--- config.mk ---
export PLATFORM = sky130hd
export DESIGN_NAME = id_ex_stage_reg
export DESIGN_NICKNAME = d
export VERILOG_FILES = /design/src/rtl/id_ex_stage_reg.sv
export SDC_FILE = /design/constraint.sdc
export NUM_CORES = 1
export LEC_CHECK = 0
export BUFFER_PORTS_ARGS = -buffer_cell sky130_fd_sc_hd__buf_4
export CAP_MARGIN = 10
export CORE_AREA = 3 3 160 162
export DETAILED_ROUTE_END_ITERATION = 7
export DIE_AREA = 0 0 163 165
export PLACE_DENSITY_LB_ADDON = 0.25
export SLEW_MARGIN = 20
export SYNTH_ARGS = -nofsm -noshare
export SYNTH_HDL_FRONTEND = slang
export SYNTH_SLANG_ARGS = --single-unit
--- constraint.sdc ---
create_clock -name clk -period 1.4 [get_ports clk]
set_input_delay 0.07 -clock clk [delete_from_list [all_inputs] [get_ports clk]]
set_output_delay 0.07 -clock clk [all_outputs]
set_load 0.01 [all_outputs]
--- src/rtl/id_ex_stage_reg.sv ---
// id_ex_stage_reg
// Decode-to-execute pipeline register of the 5-stage RV32I core.
// Captures the decode-stage control fields, operands and register indices on
// every rising edge. flush_E (priority) loads a bubble, and stall_E holds the
// stage. The block also flags a load-use hazard by comparing the registered
// E-stage destination against the incoming D-stage sources.
//
// Handshake note: there is no valid/ready pair here. valid_E marks that the
// E stage holds a real instruction rather than a bubble or reset value.
// Upstream control owns flow: stall_E freezes the stage and flush_E squashes it.
// lw_stall is only reported. It is never fed back into the stage internally;
// the hazard unit turns it into flush_E and the F/D stall.

module id_ex_stage_reg #(
    parameter int XLEN   = 32,
    parameter int REG_AW = 5
) (
    input  logic              clk,
    input  logic              rst_n,
    input  logic              stall_E,
    input  logic              flush_E,
    // decode-stage control
    input  logic [1:0]        jump_D,
    input  logic              branch_D,
    input  logic [2:0]        bropcode_D,
    input  logic [1:0]        store_sel_D,
    input  logic [2:0]        load_sel_D,
    input  logic [9:0]        alu_ctrl_D,
    input  logic              alu_srcA_D,
    input  logic              alu_srcB_D,
    input  logic              regWrite_D,
    input  logic              memWrite_D,
    input  logic [1:0]        write_back_D,
    // decode-stage operands
    input  logic [XLEN-1:0]   rd1_D,
    input  logic [XLEN-1:0]   rd2_D,
    input  logic [XLEN-1:0]   pc_D,
    input  logic [XLEN-1:0]   pc_plus4_D,
    input  logic [XLEN-1:0]   imm_ext_D,
    // decode-stage register indices
    input  logic [REG_AW-1:0] rs1_D,
    input  logic [REG_AW-1:0] rs2_D,
    input  logic [REG_AW-1:0] rd_D,
    // execute-stage control
    output logic [1:0]        jump_E,
    output logic              branch_E,
    output logic [2:0]        bropcode_E,
    output logic [1:0]        store_sel_E,
    output logic [2:0]        load_sel_E,
    output logic [9:0]        alu_ctrl_E,
    output logic              alu_srcA_E,
    output logic              alu_srcB_E,
    output logic              regWrite_E,
    output logic              memWrite_E,
    output logic [1:0]        write_back_E,
    // execute-stage operands
    output logic [XLEN-1:0]   rd1_E,
    output logic [XLEN-1:0]   rd2_E,
    output logic [XLEN-1:0]   pc_E,
    output logic [XLEN-1:0]   pc_plus4_E,
    output logic [XLEN-1:0]   imm_ext_E,
    // execute-stage register indices
    output logic [REG_AW-1:0] rs1_E,
    output logic [REG_AW-1:0] rs2_E,
    output logic [REG_AW-1:0] rd_E,
    // status
    output logic              valid_E,
    output logic              lw_stall
);

    // Bubble encoding: a harmless add that writes nothing and touches no memory.
    localparam logic [1:0] BUB_JUMP       = 2'b00;
    localparam logic       BUB_BRANCH     = 1'b0;
    localparam logic [2:0] BUB_BROPCODE   = 3'b010;
    localparam logic [1:0] BUB_STORE_SEL  = 2'b11;
    localparam logic [2:0] BUB_LOAD_SEL   = 3'b111;
    localparam logic [9:0] BUB_ALU_CTRL   = 10'd1;
    localparam logic       BUB_ALU_SRCA   = 1'b0;
    localparam logic       BUB_ALU_SRCB   = 1'b0;
    localparam logic       BUB_REGWRITE   = 1'b0;
    localparam logic       BUB_MEMWRITE   = 1'b0;
    localparam logic [1:0] BUB_WRITE_BACK = 2'b00;

    // Write-back select value that marks a load result.
    localparam logic [1:0] WB_MEM = 2'b01;

    // control registers
    logic [1:0]        r_jump_E;
    logic              r_branch_E;
    logic [2:0]        r_bropcode_E;
    logic [1:0]        r_store_sel_E;
    logic [2:0]        r_load_sel_E;
    logic [9:0]        r_alu_ctrl_E;
    logic              r_alu_srcA_E;
    logic              r_alu_srcB_E;
    logic              r_regWrite_E;
    logic              r_memWrite_E;
    logic [1:0]        r_write_back_E;
    // operand registers
    logic [XLEN-1:0]   r_rd1_E;
    logic [XLEN-1:0]   r_rd2_E;
    logic [XLEN-1:0]   r_pc_E;
    logic [XLEN-1:0]   r_pc_plus4_E;
    logic [XLEN-1:0]   r_imm_ext_E;
    // index registers
    logic [REG_AW-1:0] r_rs1_E;
    logic [REG_AW-1:0] r_rs2_E;
    logic [REG_AW-1:0] r_rd_E;
    // occupancy
    logic              r_valid_E;

    // update qualifiers: flush wins over stall, a plain load happens otherwise
    logic w_bubble;
    logic w_load;

    // hazard detection terms
    logic w_e_is_load;
    logic w_rd_nonzero;
    logic w_rs1_match;
    logic w_rs2_match;

    // Decode the per-edge action once so every register group agrees on it.
    always_comb begin
        w_bubble = flush_E;
        w_load   = ~flush_E & ~stall_E;
    end

    // Control fields: bubble on reset or flush, copy on load, otherwise hold.
    always_ff @(posedge clk or negedge rst_n) begin
        if (!rst_n) begin
            r_jump_E       <= BUB_JUMP;
            r_branch_E     <= BUB_BRANCH;
            r_bropcode_E   <= BUB_BROPCODE;
            r_store_sel_E  <= BUB_STORE_SEL;
            r_load_sel_E   <= BUB_LOAD_SEL;
            r_alu_ctrl_E   <= BUB_ALU_CTRL;
            r_alu_srcA_E   <= BUB_ALU_SRCA;
            r_alu_srcB_E   <= BUB_ALU_SRCB;
            r_regWrite_E   <= BUB_REGWRITE;
            r_memWrite_E   <= BUB_MEMWRITE;
            r_write_back_E <= BUB_WRITE_BACK;
        end else if (w_bubble) begin
            r_jump_E       <= BUB_JUMP;
            r_branch_E     <= BUB_BRANCH;
            r_bropcode_E   <= BUB_BROPCODE;
            r_store_sel_E  <= BUB_STORE_SEL;
            r_load_sel_E   <= BUB_LOAD_SEL;
            r_alu_ctrl_E   <= BUB_ALU_CTRL;
            r_alu_srcA_E   <= BUB_ALU_SRCA;
            r_alu_srcB_E   <= BUB_ALU_SRCB;
            r_regWrite_E   <= BUB_REGWRITE;
            r_memWrite_E   <= BUB_MEMWRITE;
            r_write_back_E <= BUB_WRITE_BACK;
        end else if (w_load) begin
            r_jump_E       <= jump_D;
            r_branch_E     <= branch_D;
            r_bropcode_E   <= bropcode_D;
            r_store_sel_E  <= store_sel_D;
            r_load_sel_E   <= load_sel_D;
            r_alu_ctrl_E   <= alu_ctrl_D;
            r_alu_srcA_E   <= alu_srcA_D;
            r_alu_srcB_E   <= alu_srcB_D;
            r_regWrite_E   <= regWrite_D;
            r_memWrite_E   <= memWrite_D;
            r_write_back_E <= write_back_D;
        end
    end

    // Operand fields: zero on reset or flush, copy on load, otherwise hold.
    always_ff @(posedge clk or negedge rst_n) begin
        if (!rst_n) begin
            r_rd1_E      <= '0;
            r_rd2_E      <= '0;
            r_pc_E       <= '0;
            r_pc_plus4_E <= '0;
            r_imm_ext_E  <= '0;
        end else if (w_bubble) begin
            r_rd1_E      <= '0;
            r_rd2_E      <= '0;
            r_pc_E       <= '0;
            r_pc_plus4_E <= '0;
            r_imm_ext_E  <= '0;
        end else if (w_load) begin
            r_rd1_E      <= rd1_D;
            r_rd2_E      <= rd2_D;
            r_pc_E       <= pc_D;
            r_pc_plus4_E <= pc_plus4_D;
            r_imm_ext_E  <= imm_ext_D;
        end
    end

    // Register indices: zero on reset or flush, copy on load, otherwise hold.
    always_ff @(posedge clk or negedge rst_n) begin
        if (!rst_n) begin
            r_rs1_E <= '0;
            r_rs2_E <= '0;
            r_rd_E  <= '0;
        end else if (w_bubble) begin
            r_rs1_E <= '0;
            r_rs2_E <= '0;
            r_rd_E  <= '0;
        end else if (w_load) begin
            r_rs1_E <= rs1_D;
            r_rs2_E <= rs2_D;
            r_rd_E  <= rd_D;
        end
    end

    // Occupancy flag: set by a load, cleared by reset or flush, held on stall.
    always_ff @(posedge clk or negedge rst_n) begin
        if (!rst_n) begin
            r_valid_E <= 1'b0;
        end else if (w_bubble) begin
            r_valid_E <= 1'b0;
        end else if (w_load) begin
            r_valid_E <= 1'b1;
        end
    end

    // Load-use hazard: a real load in E writing a non-x0 register that the
    // instruction now in D reads. The bubble has regWrite=0 and valid=0, so
    // reset and flushed cycles never raise it.
    always_comb begin
        w_e_is_load  = r_valid_E & r_regWrite_E & (r_write_back_E == WB_MEM);
        w_rd_nonzero = |r_rd_E;
        w_rs1_match  = (r_rd_E == rs1_D);
        w_rs2_match  = (r_rd_E == rs2_D);
        lw_stall     = w_e_is_load & w_rd_nonzero & (w_rs1_match | w_rs2_match);
    end

    // Drive the stage outputs straight from the registers.
    always_comb begin
        jump_E       = r_jump_E;
        branch_E     = r_branch_E;
        bropcode_E   = r_bropcode_E;
        store_sel_E  = r_store_sel_E;
        load_sel_E   = r_load_sel_E;
        alu_ctrl_E   = r_alu_ctrl_E;
        alu_srcA_E   = r_alu_srcA_E;
        alu_srcB_E   = r_alu_srcB_E;
        regWrite_E   = r_regWrite_E;
        memWrite_E   = r_memWrite_E;
        write_back_E = r_write_back_E;
        rd1_E        = r_rd1_E;
        rd2_E        = r_rd2_E;
        pc_E         = r_pc_E;
        pc_plus4_E   = r_pc_plus4_E;
        imm_ext_E    = r_imm_ext_E;
        rs1_E        = r_rs1_E;
        rs2_E        = r_rs2_E;
        rd_E         = r_rd_E;
        valid_E      = r_valid_E;
    end

endmodule
; Yosys cells after proc, flatten, opt, wreduce, memory -nomap -nowiden
; Cells that the tools add are included.
[totals]
regBits = 203
latch_bits = 0
mem_bits_rw = 0
mem_bits_ro = 0
in_bits = 206
output_inout_bits = 204
elab_cells = 73
memories = 0
[classes]
addsub = 0
mul = 0
div = 0
n_lt_le_gt_ge = 0
eq_ne = 3
shift = 0
mux = 40
bitwise = 8
n_reduce_logical = 2
[op_table]
columns = operator, count
row1 = $mux W32, 10
row2 = $mux W5, 6
row3 = $mux W10, 2
row4 = $mux W1, 12
row5 = $mux W2, 6
row6 = $mux W3, 4
row7 = $eq A5 B5 Y1, 2
row8 = $and A1 B1 Y1, 5
row9 = $reduce_or A5 Y1, 1
row10 = $eq A2 B1 Y1 const B, 1
row11 = $not A1 Y1, 2
row12 = $reduce_bool A2 Y1, 1
row13 = $or A1 B1 Y1, 1

; Longest topological paths before layout
[depth]
ltp_word = 4
mapped_depth = 5
ltp_nobuf = 4

; Least setup slack after synthesis
; OpenSTA, ideal clock, no wires.
[synth_timing]
path_type = reg-to-output
start = register r_rd_E[2] (netlist: rd_E[2])
end = output lw_stall
arrival_time_ns = 1.209
required_ns = 1.330
setup_slack_ns = 0.121
path_stages_with_launch = 5
path_buffers = 0
cell_sequence = dfrtp_1 -> xor2_1 -> nor3_1 -> nand3_1 -> a221oi_2
[synth_between]
elab_chain_cells = 3
word_cells_on_any_way = 6
classes_between = 2 x eq/ne / 3 x bitwise / 1 x reduce/logical
[synth_lines]
columns = item, line_no
row1 = from (decl), 108  ; logic [REG_AW-1:0] r_rd_E;
row2 = from (signal assigned), 205  ; r_rd_E <= rd_D;
row3 = $eq A5 B5 Y1 (tied with other cells), 226  ; w_rs1_match = (r_rd_E == rs1_D);
row4 = $or A1 B1 Y1 or $and A1 B1 Y1 (tied branches), 228  ; lw_stall = w_e_is_load & w_rd_nonzero & (w_rs1_match | w_rs2_match);
row5 = $and A1 B1 Y1 *, 228
row6 = to (decl), 68  ; output logic lw_stall
; Every way passes the cells marked *; elsewhere a longest branch is shown, timed or not.

; Final worst setup path
; Same ends and word-level chain as after synthesis.

==> results.json <==
{
  "worstPathRequired_ns": 1.33,
  "drtPass1Iterations": 4,
  "synthCells": 674,
  "yosys.area.top_type": "dfrtp_1",
  "max-clock-path-buffers": 3,
  "worst_r2r_path_depth": 3,
  "fin_crit_sh_pct": 133.7,
  "initial_core_util_pct": 34.58,
  "die_x_um": 163,
  "synth_cell_types": 19,
  "fin_tns_setup_ns": -0.4712,
  "grt_pass1_vias": 8135,
  "path_max_fanout": 3,
  "synthArstFlopShare_pct": 100.0,
  "die_area_mm2": 0.02690,
  "ys_seq_area_share_pct": 60.69,
  "hold_path.class": "in -> reg",
  "min_path_cells": 3,
  "outcome": "complete, but fails checks",
  "p_per_area_mw_per_mm2": 1004,
  "area_growth_pct": 78.81,
  "path_clk_slew_ns": 0.06,
  "pin_count": 410,
  "synthFlopType": "dfrtp_1",
  "place_ws_ns": 0.01697,
  "fin_crit_ns": 1.871,
  "cts_sinks": 203,
  "worstReg2RegEnd": "write_back_E[1]$_DFFE_PN0P_",
  "hold_path_end": "rd1_E[26]$_DFFE_PN0P_",
  "peakVddDrop_uv": 1020,
  "total_leakage_power_nw": 7.944,
  "syn_avg_cell_area_um2": 12.44,
  "grt_max_degree": 47,
  "diodes": 0,
  "antenna_found_initial": 0,
  "finalMaxSlewViolations": 0,
  "final_nets": 1535,
  "grt_pass1_wl_um": 43890,
  "hpwl_um": 18470,
  "synth-edff-count": 0,
  "clockRootBuffer": "clkbuf_16",
  "synthTopCellsByArea": "dfrtp_1, mux2i_1, nor2_1",
  "violations": "setup timing",
  "layout_common_cells": "buf_4, dlygate4sd3_1, nor2_1, dfrtp_1, mux2i_1",
  "drt-vias-per-instance": 4.495,
  "grt_use_total_pct": 20.29,
  "port_buffers": 409,
  "drt_iter0_drc": 283,
  "hold_viol_final": 0,
  "place_congestion": 0.7745,
  "final_util_pct": 61.83,
  "final_common_cell": "buf_4",
  "ys_seq_elements": 203,
  "setup_slack_ns": -0.4712,
  "die_y_um": 165,
  "setup_viol": 1,
  "rrSetupSlack_ns": 0.12,
  "wl_per_cell_um": 17.01,
  "cts_tree": "yes",
  "drive_gt1_share_pct": 36.13,
  "syn_area_mm2": 0.008384,
  "r2r_start": "write_back_E[1]$_DFFE_PN0P_",
  "hold_path.startpoint": "stall_E",
  "fmax_mhz": 534.4,
  "grt-ovfl-total": 0,
  "clk_latency_ns": 0.50,
  "worst_pin_slew_ns": 0.3874,
  "crit_type": "reg -> out",
  "routed_wl_um": 28390,
  "yosysWarnings": 0,
  "clock_skew_ns": 0,
  "drtAntennaViolNets": 0,
  "drc_errors": 0,
  "cts_buffers": 23,
  "p_total_mw": 15.05,
  "vias": 7502,
  "arrival_ns": 1.80,
  "relSlewSlack_pct": 74.17,
  "cap_violations": 0,
  "synth_top_cell_area_share_pct": 58.50,
  "startpoint_type": "flip-flop",
  "endpoint_kind": "output pin",
  "htreeDepth": 1,
  "rsz0062_at_grt": "yes",
  "place_inst": 1396,
  "synth_fp_nets": 880,
  "num_rows": 57,
  "core_area_mm2": 0.02425,
  "fin_cells": 1669
}
kinds of logic (layout without fill, tap and decap cells):
family	Yosys count	count (layout)	synth area share, %
xor gates and xnor gates	10	10	1.045
muxes	195	195	23.28
and+or+nand+nor	209	209	9.700
buffers and inverters	48	719	4.313
AOI/OAI and AO/OA	9	9	0.9699
DFF	203	203	60.69
cells in the mapped netlist (2+ instances only):
cell / instances
buf_6: 21
nor3_1: 3
dfrtp_1: 196
nand3_1: 2
a211o_1: 7
nor2_1: 196
xor2_1: 6
nor2b_1: 7
mux2i_1: 195
dfstp_2: 7
buf_4: 2
clkbuf_1: 6
xnor2_1: 4
buf_2: 13
buf_1: 5
power by group:
group          leakage, nW  internal, mW  switching, mW  total, mW
registers             2.67          6.21          0.207       6.42
clock network        0.350          3.40           2.37       5.77
logic                 4.92          1.67           1.19       2.86
total                 7.94          11.3           3.77       15.0
critical path, stage by stage (launching register included):
cell	delay, ns
dfrtp_1	0.40
xor2_1	0.15
nor3_1	0.19
nand3_1	0.11
a221oi_2	0.28
buf_4	0.17
area by class of cell:
class	count	area (um2)
Clock inverter	9	95.09
Multi-Input combinational cell	423	2934
Timing Repair Buffer	677	5856
Tap cell	324	405.4
Clock buffer	32	609.3
Inverter	1	3.754
Fill cell	1859	9256
Sequential cell	203	5089
timing repair:
item / in CTS / in global routing
pin swaps: 2 / 0
buffers inserted: 1 / 0
setup endpoints to repair: 1 / 4
hold endpoints to repair: 402 / 0
gates resized for setup: 0 / 1
hold buffers: 231 / 0
flip-flops by register name, summed over array words and instances, names as in the netlist, 5 cells and up:
| signal | cells |
|---|---|
| imm_ext_E | 32 |
| rd1_E | 32 |
| pc_plus4_E | 32 |
| alu_ctrl_E | 10 |
| rs1_E | 5 |
| rd2_E | 32 |
| pc_E | 32 |
| rd_E | 5 |
| rs2_E | 5 |
layer usage:
| layer | wire, um | GRT usage (%) | up-vias |
|---|---|---|---|
| met5 | 0 | 0 | - |
| met2 | 13850 | 35.47 | 320 |
| met3 | 2489 | 6.346 | 63 |
| met1 | 10920 | 23.37 | 3563 |
| li1 | - | - | 3556 |
| met4 | 1127 | 7.651 | 0 |
how the worst max path moves through the flow:
stage                        startpoint  endpoint  slack [ns]  cells after the start
floorplan           rd_E[2]$_DFFE_PN0P_  lw_stall        0.12                      4
CTS                 rd_E[2]$_DFFE_PN0P_  lw_stall       -0.50                      5
detailed placement  rd_E[0]$_DFFE_PN0P_  lw_stall        0.02                      5
global placement    rd_E[0]$_DFFE_PN0P_  lw_stall        0.03                      5
finish              rd_E[2]$_DFFE_PN0P_  lw_stall       -0.47                      5
global route        rd_E[2]$_DFFE_PN0P_  lw_stall       -0.57                      5
metrics by stage:
step / hold slack, ns / area [um2]
after floorplan: -0.2256 / 8384
after global placement: 0.03984 / 11970
after detailed placement: 0.04213 / 11970
after CTS: 0.02222 / 14990
after global routing: 0.04172 / 14990
final: 0.03682 / 14990
Power figures use the tool's default switching activity.
